## src/rtl/ahb_apb_bridge.sv

```systemverilog
// AHB-Lite slave to APB2 bridge: each accepted single AHB transfer becomes one
// APB SETUP/ENABLE pair, with AHB wait states held while the APB cycle runs.
module ahb_apb_bridge #(
  parameter int unsigned NUM_SLAVES  = 4,
  parameter logic [3:0]  BASE_NIBBLE = 4'h8
) (
  input  logic                  HCLK,
  input  logic                  HRESETn,
  input  logic [1:0]            HTRANS,
  input  logic                  HWRITE,
  input  logic                  HREADYin,
  input  logic [31:0]           HADDR,
  input  logic [2:0]            HBURST,
  input  logic [2:0]            HSIZE,
  input  logic [31:0]           HWDATA,
  output logic [31:0]           HRDATA,
  output logic                  HREADYout,
  output logic [1:0]            HRESP,
  output logic [NUM_SLAVES-1:0] PSEL,
  output logic                  PENABLE,
  output logic                  PWRITE,
  output logic [31:0]           PADDR,
  output logic [31:0]           PWDATA,
  input  logic [31:0]           PRDATA
);

  localparam logic [1:0] StIdle   = 2'd0;
  localparam logic [1:0] StWwait  = 2'd1;
  localparam logic [1:0] StSetup  = 2'd2;
  localparam logic [1:0] StEnable = 2'd3;

  localparam logic [4:0] NumSlavesW = 5'(NUM_SLAVES);

  logic [1:0]  state_q, state_d;
  logic [31:0] paddr_q, paddr_d;
  logic        pwrite_q, pwrite_d;
  logic [31:0] pwdata_q, pwdata_d;
  logic [3:0]  idx_q, idx_d;

  logic accept;
  logic apb_active;

  // HBURST/HSIZE are deliberately ignored: every transfer is a 32-bit single.
  logic unused_inputs;
  assign unused_inputs = ^{HBURST, HSIZE};

  assign accept = HREADYin && HTRANS[1] && (HADDR[31:28] == BASE_NIBBLE) &&
                  ({1'b0, HADDR[27:24]} < NumSlavesW);

  always_comb begin
    state_d  = state_q;
    paddr_d  = paddr_q;
    pwrite_d = pwrite_q;
    pwdata_d = pwdata_q;
    idx_d    = idx_q;
    case (state_q)
      // Address phases are only sampled while HREADYout is high.
      StIdle, StEnable: begin
        if (accept) begin
          state_d  = HWRITE ? StWwait : StSetup;
          paddr_d  = HADDR;
          pwrite_d = HWRITE;
          idx_d    = HADDR[27:24];
        end else begin
          state_d = StIdle;
        end
      end
      StWwait: begin
        pwdata_d = HWDATA;
        state_d  = StSetup;
      end
      StSetup: state_d = StEnable;
      default: state_d = StIdle;
    endcase
  end

  always_ff @(posedge HCLK or negedge HRESETn) begin
    if (!HRESETn) begin
      state_q  <= StIdle;
      paddr_q  <= '0;
      pwrite_q <= 1'b0;
      pwdata_q <= '0;
      idx_q    <= '0;
    end else begin
      state_q  <= state_d;
      paddr_q  <= paddr_d;
      pwrite_q <= pwrite_d;
      pwdata_q <= pwdata_d;
      idx_q    <= idx_d;
    end
  end

  assign apb_active = (state_q == StSetup) || (state_q == StEnable);

  for (genvar i = 0; i < NUM_SLAVES; i++) begin : g_psel
    assign PSEL[i] = apb_active && (idx_q == 4'(i));
  end

  assign PENABLE   = (state_q == StEnable);
  assign PWRITE    = pwrite_q;
  assign PADDR     = paddr_q;
  assign PWDATA    = pwdata_q;
  assign HREADYout = (state_q == StIdle) || (state_q == StEnable);
  assign HRESP     = 2'b00;
  assign HRDATA    = ((state_q == StEnable) && !pwrite_q) ? PRDATA : 32'h0;

endmodule

```

## config.mk

```make
export PLATFORM = sky130hd
export DESIGN_NAME = ahb_apb_bridge
export DESIGN_NICKNAME = d
export VERILOG_FILES = /design/src/rtl/ahb_apb_bridge.sv
export SDC_FILE = /design/constraint.sdc
export NUM_CORES = 1
export LEC_CHECK = 0
export ABC_AREA = 1
export ABC_CLOCK_PERIOD_IN_PS = 1900
export BUFFER_PORTS_ARGS = -buffer_cell sky130_fd_sc_hd__buf_2
export CORE_UTILIZATION = 44
export DETAILED_ROUTE_END_ITERATION = 8
export PLACE_DENSITY = 0.91
export SLEW_MARGIN = 5
export SYNTH_ARGS = -nofsm -noshare
export SYNTH_HDL_FRONTEND = slang
export SYNTH_SLANG_ARGS = --single-unit
```

## constraint.sdc

```tcl
create_clock -name HCLK -period 1.9 [get_ports HCLK]
set_input_delay 0.095 -clock HCLK [delete_from_list [all_inputs] [get_ports HCLK]]
set_output_delay 0.095 -clock HCLK [all_outputs]
set_load 0.1 [all_outputs]
```

Yosys cells after proc, flatten, opt, wreduce, memory -nomap -nowiden
Cells that the tools add are included.
{"block": "classes", "magnitude_cmp": 1, "eq_ne": 7, "mux": 4, "n_reduce_logical": 15}
{"op": "two-way mux 32 bit", "count": 1}
{"op": "equality test 4 x 2 -> 1 bit, second input constant", "count": 2}
{"op": "logical AND 1 bit", "count": 8}
{"op": "case mux 2 bit (3 select lines)", "count": 1}
{"op": "equality test 2 bit, second input constant", "count": 2}
{"op": "equality test 4 x 1 -> 1 bit, second input constant", "count": 1}
{"op": "equality test 4 bit, second input constant", "count": 1}
{"op": "zero test 4 bit", "count": 1}
{"op": "< comparator 4 x 3 -> 1 bit, second input constant", "count": 1}
{"op": "two-way mux 2 bit", "count": 2}
{"op": "equality test 2 x 1 -> 1 bit, second input constant", "count": 1}
{"op": "zero test 2 bit", "count": 1}
{"op": "logical OR 1 bit", "count": 2}
{"op": "AND reduction 2 bit", "count": 1}
{"op": "OR reduction 2 bit", "count": 1}
{"op": "zero test 1 bit", "count": 1}
{"block": "totals", "ff_bits": 71, "in_bits": 108, "output_inout_bits": 105, "word_cells": 32}

Longest topological paths before layout
Gate-level depths: netlist of run 1.
{"block": "depth", "word_depth": 5, "ltp_mapped": 7, "ltp_nobuf": 6}

Least setup slack after synthesis of run 1
OpenSTA, ideal clock, no wires.
{"block": "synth_path", "path_kind": "reg-to-output", "from": "register state_q[0]", "to": "output PSEL[0]", "arrival_ns": 4.276, "required_ns": 1.805, "slack_ns": -2.471, "stages_incl_launch_ff": 4, "path_buffers": 0, "cell_sequence": "dfrtp_1 -> ha_1 -> nor2_1 -> nor4_1"}
{"block": "synth_between", "elab_chain_cells": 3, "word_cells_on_any_way": 4, "classes_between": "eq/ne (2); reduce/logical (2)"}
{"element": "start: declaration", "line": "34", "rtl": "logic [1:0] state_q, state_d;"}
{"element": "start signal: assignment", "line": "79", "rtl": "state_q <= StIdle;"}
{"element": "start signal: assignment", "line": "85", "rtl": "state_q <= state_d;"}
{"element": "equality test 2 bit"}
{"element": "named net PENABLE", "line": "20", "rtl": "output logic PENABLE,"}
{"element": "logical OR 1 bit", "line": "93", "rtl": "assign apb_active = (state_q == StSetup) || (state_q == StEnable);"}
{"element": "logical AND 1 bit", "line": "96", "rtl": "assign PSEL[i] = apb_active && (idx_q == 4'(i));"}
{"element": "end: declaration", "line": "19", "rtl": "output logic [NUM_SLAVES-1:0] PSEL,"}
The timed path passes the listed nets, and every way through them passes these cells.

Worst setup path in the final report of run 1
{"block": "layout_path", "from": "register state_q[0]", "to": "output HRDATA[7]"}
{"block": "layout_between", "elab_chain_cells": 3}
{"element": "equality test 2 bit", "line": "105", "rtl": "assign HRDATA = ((state_q == StEnable) && !pwrite_q) ? PRDATA : 32'h0;"}
{"element": "logical AND 1 bit", "line": "105"}
{"element": "two-way mux 32 bit", "line": "105"}
{"element": "end: declaration", "line": "16", "rtl": "output logic [31:0] HRDATA,"}
No other way between the ends.

==> results of run 1 <==
[final timing paths]
| check | startpoint | to | slack [ns] | cells past startpoint |
|---|---|---|---|---|
| setup / recovery | state_q[0] | HRDATA[7] | 0.09 | 5 |
| hold / removal | HWDATA[30] | PWDATA[30] | 0.01 | 2 |
| setup reg to reg | state_q[0] | PADDR[26] | 0.38 | 6 |
| hold reg to reg | PADDR[19] | PADDR[19] | 0.47 | 2 |
| max in group asynchronous | HRESETn | PADDR[0] | 0.85 | 3 |
| min in group asynchronous | HRESETn | PWDATA[6] | 0.29 | 2 |
[timing repair]
| action | CTS | global route |
|---|---|---|
| pin swaps | 0 | 0 |
| gates resized for setup | 2 | 6 |
| cloned | 0 | 0 |
| hold buffers | 50 | 1 |
| setup endpoints to repair | 34 | 15 |
| endpoints found under the hold margin | 74 | 1 |
[flip-flops by register name, indices dropped and copies added, names as in the netlist]
| name | flops |
|---|---|
| PADDR | 32 |
| PWDATA | 32 |
| state_q | 2 |
| PWRITE | 1 |
[per-layer routing]
metal	GRT usage [%]	vias up	wire length [µm]
met3	8.75	52	731
met2	60.1	173	6050
met5	0	-	0
met1	31.5	1512	3890
met4	21.3	0	629
li1	-	1463	-
[cell usage after synthesis]
| cell | instances |
|---|---|
| buf_2 | 5 |
| buf_4 | 5 |
| buf_6 | 5 |
| clkbuf_1 | 2 |
| conb_1 | 1 |
| dfrtp_1 | 67 |
| ha_1 | 3 |
| inv_1 | 46 |
| inv_2 | 5 |
| mux2_1 | 30 |
| mux2_2 | 2 |
| nand2_1 | 68 |
| nand2_2 | 2 |
| nand3_1 | 27 |
| nand3_2 | 1 |
| nor2_1 | 34 |
| nor2_2 | 4 |
| nor2_8 | 1 |
| nor4_1 | 4 |
| o21ai_1 | 1 |
| or2_2 | 1 |
[power by group]
group	total (mW)	switching, mW	internal, mW	leakage, nW
clock	1.17	0.537	0.636	0.0991
sequential	2.13	0.270	1.86	0.847
combinational	6.41	5.13	1.28	2.05
[logic make-up after synthesis]
family	share of synthesized area (%)
DFF	55.6
other	0.124
muxes	11.9
and+or+nand+nor	20.4
adders and majority gates	1.24
AOI/OAI and AO/OA	0.166
buffers and inverters	10.5
[worst reg2reg max path, delay by kind of cell, from the launching register on]
family,cells,cell delay [ns]
buf+inv,3,0.51
simple gates,2,0.23
flops,1,0.43
fa+ha+maj,1,0.29
[cell type report]
cell class / count / area [µm²]
Timing Repair Buffer: 262 / 2000
Sequential cell: 67 / 1690
Multi-Input combinational cell: 180 / 1320
Fill cell: 346 / 997
Inverter: 51 / 191
Clock buffer: 11 / 141
Tap cell: 77 / 96.3
Clock inverter: 5 / 52.6
Antenna cell: 1 / 2.50
==> impl_metrics.csv, run 1 <==
group,metric,value,unit
critical_path,path_delay_family,"buffers and inverters",
cts,clk_path_buf_depth,2,
power,irDropWorstVdd,0.00129,V
synthesis,synth_area_leader_cell,"dfrtp_1",
cts,numCtsBuffers,9,
global_routing,grt_pass1_vias,3529,
critical_path,critPathKind,"register to primary output",
sta,final-hold-violation-count,0,
sta,holdWs,0.0139,ns
sta,period_needed,1.81,ns
finish,fin_cells,654,
global_routing,grt_overflow,0,
sta,final.setup_skew,0.00636,ns
floorplan,start_util,46.5,%
power,p_leak,2.99,nW
sta,drv_slew,0,
synthesis,synthesis.area,3020,µm²
floorplan,pin_count,213,
routing,drc,15,
placed_design,numPortBuffers,203,
sta,finalSetupViolCount,0,
critical_path,critical_path.slowest_cell,"dfrtp_1",
finish,post-route-util,84.6,%
sta,relSlewSlack,61.2,%
sta,fin_crit_sh,95.4,%
synthesis,postSynthCellCount,314,
cts,cts_setup_buffers,0,
critical_path,crit_path_max_fanout,11,
sta,fin_ws,0.0876,ns
placed_design,dpl.hpwl,7000,µm
global_routing,antenna_found_initial,1,
cts,clock-sinks,67,
critical_path,crit_path_end_kind,"primary output",
synthesis,avgSynthCellArea,9.61,µm²
synthesis,synth.top_cell.area_share,55.6,%
placed_design,dp.cells,586,
placed_design,place_ws,0.180,ns
finish,drive_above_1_share,49.8,%
routing,vias,3200,
cts,htree_num_levels,3,
job,maxCapViolCount,0,
critical_path,startpoint_type,"register",
floorplan,chipWidth,84.8,µm
placed_design,dpl_cell_area,4760,µm²
synthesis,synth_cell_types,21,
floorplan,die_h,84.8,µm
worst_hold_path,hp-class,"primary input to register",
global_routing,grt_max_degree,34,
finish,fin_nets,682,
synthesis,yosys-top-cells-area,"dfrtp_1 56%, mux2_1 11%, nand2_1 8.5%",
synthesis,synth.yosys.seq_area_share,55.6,%
finish,layout_common_cells,"174 x buf_2, 67 x nand2_1, 62 x dfrtp_1, 51 x dlygate4sd3_1, 46 x inv_1",
sta,worst_slew_pin_slew,0.582,ns
sta,finalSetupTns,0,ns
run_status,status,"complete, but fails checks",
critical_path,cp_num_buf_inv,2,
sta,rsz0062_at_grt,"no",
cts,cts_root_buf,"clkbuf_8",
routing,drt_iter0_markers,106,
critical_path,max_stage_delay,0.43,ns
sta,max_freq,0.552,GHz
global_routing,grt_use_total,32.4,%
cts,clkSlewWorstSetupHoldPaths,0.07,ns
finish,mostFrequentLayoutCell,"buf_2",
routing,wl_per_cell,17.3,µm
floorplan,die_area,7190,µm²
routing,dr.pass1.iters,9,
power,power.density,1770,nW/µm²
power,finalPower,9.71,mW
routing,routed_wl,11300,µm
run_status,violations,"DRC",
critical_path,crit_chain,"ha_4 -> nand2_4 -> buf_6 -> nor2_2 -> buf_12",
floorplan,core,6490,µm²
critical_path,required,1.80,ns
cts,worstSkewPairLatency,0.33,ns
floorplan,row_count,29,
global_routing,grt_pass1_wl,17500,µm
finish,final_cell_area,5500,µm²
routing,ant_nets,0,
cts,cts_tree,"done",
critical_path,arrival,1.72,ns
routing,vias_per_cell,4.89,
synthesis,synth-seq-cells,67,
finish,area_delta_synth_final,82.2,%
synthesis,ys.warnings.count,0,
placed_design,gp_congestion,0.798,
Note: power is estimated with default switching activity, not from simulation.
==> inputs of run 2 (changes only) <==
--- a/config.mk
+++ b/config.mk
@@ -10,7 +10,7 @@
 export BUFFER_PORTS_ARGS = -buffer_cell sky130_fd_sc_hd__buf_2
 export CORE_UTILIZATION = 44
 export DETAILED_ROUTE_END_ITERATION = 8
-export PLACE_DENSITY = 0.91
+export PLACE_DENSITY = 0.85
 export SLEW_MARGIN = 5
 export SYNTH_ARGS = -nofsm -noshare
 export SYNTH_HDL_FRONTEND = slang
==> run 2 against run 1 <==
Effect of this change: the flow still finishes with violations (DRC); wire length down 2.7%; sequential share of layout area up 0.098 points; utilization shrank 0.27 points; critical path type unchanged; clock skew rose by 0.0020 ns; largest cell class unchanged; clock-buffer cell count is the same; clock power hardly changed.
==> impl_metrics.csv, run 2 (same netlist as run 1, synthesis figures left out) <==
group,metric,value,unit
critical_path,startpoint_type,"register",
sta,relSlewSlack,62.6,%
sta,period_needed,1.83,ns
run_status,violations,"DRC",
sta,finalSetupViolCount,0,
routing,vias,3129,
critical_path,cp_num_buf_inv,1,
cts,clk_path_buf_depth,2,
power,pwr-share-seq,22.0,%
power,power.density,1760,nW/µm²
cts,htree_num_levels,3,
critical_path,r2r_start,"state_q[1]",
routing,dr.pass1.iters,8,
worst_hold_path,hp-class,"primary input to register",
power,internal_power,3.75,mW
critical_path,required,1.80,ns
critical_path,crit_path_max_fanout,4,
power,combPwrFrac,65.9,%
global_routing,grt_pass1_wl,16800,µm
critical_path,critPathKind,"register to primary output",
finish,mostFrequentLayoutCell,"buf_2",
critical_path,critical_path.slowest_cell,"dfrtp_4",
power,p_sw,5.91,mW
floorplan,row_count,29,
power,swShare,61.2,%
sta,final-hold-violation-count,0,
sta,holdWs,0.00262,ns
cts,cts_tree,"done",
finish,layout_common_cells,"176 x buf_2, 67 x nand2_1, 62 x dfrtp_1, 50 x dlygate4sd3_1, 46 x inv_1",
placed_design,numPortBuffers,203,
placed_design,dpl.hpwl,6850,µm
floorplan,start_util,46.5,%
power,irDropWorstVdd,0.00130,V
run_status,status,"complete, but fails checks",
cts,clock-sinks,67,
power,finalPower,9.65,mW
finish,fin_nets,682,
critical_path,cp-startpoint,"PADDR[26]",
critical_path,crit_path_end_kind,"primary output",
floorplan,die_area,7190,µm²
floorplan,die_h,84.8,µm
sta,max_freq,0.547,GHz
global_routing,grt_overflow,0,
cts,clkSlewWorstSetupHoldPaths,0.07,ns
worst_hold_path,min_from,"HWDATA[5]",
global_routing,grt_max_degree,34,
finish,drive_above_1_share,50.0,%
cts,cts_root_buf,"clkbuf_8",
sta,fin_crit_sh,96.3,%
sta,drv_slew,0,
cts,numCtsBuffers,9,
global_routing,grt_pass1_vias,3322,
finish,final_cell_area,5480,µm²
placed_design,dpl_cell_area,4730,µm²
floorplan,core,6490,µm²
global_routing,antenna_found_initial,2,
critical_path,crit_chain,"or2_4 -> nor4_4 -> clkbuf_4",
sta,worst_slew_pin_slew,0.561,ns
routing,routed_wl,11000,µm
job,maxCapViolCount,0,
routing,ant_nets,0,
placed_design,gp_congestion,0.733,
placed_design,dp.cells,586,
global_routing,grt_use_total,30.8,%
routing,drt_iter0_markers,182,
floorplan,chipWidth,84.8,µm
routing,wl_per_cell,16.8,µm
critical_path,path_delay_family,"simple AND/OR/NAND/NOR gates",
power,p_clk_share,12.1,%
cts,worstSkewPairLatency,0.34,ns
power,p_leak,3.00,nW
critical_path,max_stage_delay,0.50,ns
critical_path,arrival,1.73,ns
sta,finalSetupTns,0,ns
routing,vias_per_cell,4.78,
routing,drc,13,
floorplan,pin_count,213,
sta,final.setup_skew,0.00837,ns
finish,area_delta_synth_final,81.6,%
finish,fin_cells,655,
-- run 2: cell count changes in the layout (fill, tap and decap cells not counted) --
| cell | change |
|---|---|
| buf_12 | -2 |
| buf_2 | +2 |
| buf_4 | +2 |
| clkbuf_16 | +1 |
| clkbuf_4 | -2 |
| diode_2 | +1 |
| dlygate4sd3_1 | -1 |
| nand2_2 | +1 |
| nand2_4 | -1 |
-- run 2: layout make-up --
type                    count  area, µm²
diodes                      2       5.00
clock buffers              11        141
clock inverters             5       52.6
fillers                   319       1010
inverters                  51        191
multi-input cells         180       1320
flip-flops and latches     67       1690
well taps                  77       96.3
repair buffers            262       1990
-- run 2: repair_timing --
item / CTS / global route
gates resized for setup: 3 / 5
setup endpoints to repair: 12 / 11
setup buffers: 0 / 0
hold buffers: 50 / 0
endpoints found under the hold margin: 70 / 0
pin swaps: 0 / 0
cloned: 0 / 1
-- run 2: power by group through the flow --
stage	Clock, mW	Combinational [mW]	Sequential, mW
CTS	1.17	6.27	2.08
global route	1.25	6.53	2.15
detailed placement	0	6.17	2.10
finish	1.17	6.36	2.12
global placement	0	6.08	2.06
floorplan	0	1.97	5.07
-- run 2: worst paths after layout --
check / depth (start not counted) / end / slack, ns
max: 3 / PSEL[1] / 0.07
min: 2 / PWDATA[5] / 0.003
max reg2reg: 4 / PWDATA[3] / 0.39
min reg2reg: 2 / PADDR[13] / 0.47
max in group asynchronous: 3 / PWRITE / 0.93
min in group asynchronous: 2 / PADDR[30] / 0.28
-- run 2: metal layers --
layer / part of all wire [%] / global-route usage, % / wire [µm] / vias to the layer above
met2: 55 / 56.9 / 6090 / 161
met3: 6.8 / 8.07 / 747 / 34
met4: 3.5 / 16.3 / 385 / 0
met1: 34 / 32.1 / 3780 / 1463
li1: - / - / - / 1471
met5: 0 / 0 / 0 / -
-- run 2: stage by stage --
| step | setup WS (ns) | utilization, % |
|---|---|---|
| after floorplan | -0.201 | - |
| after global routing | -0.000887 | 84.4 |
| after detailed placement | 0.188 | 72.9 |
| final | 0.0704 | 84.4 |
| after CTS | 0.00240 | 83.7 |
| after global placement | 0.206 | 72.9 |
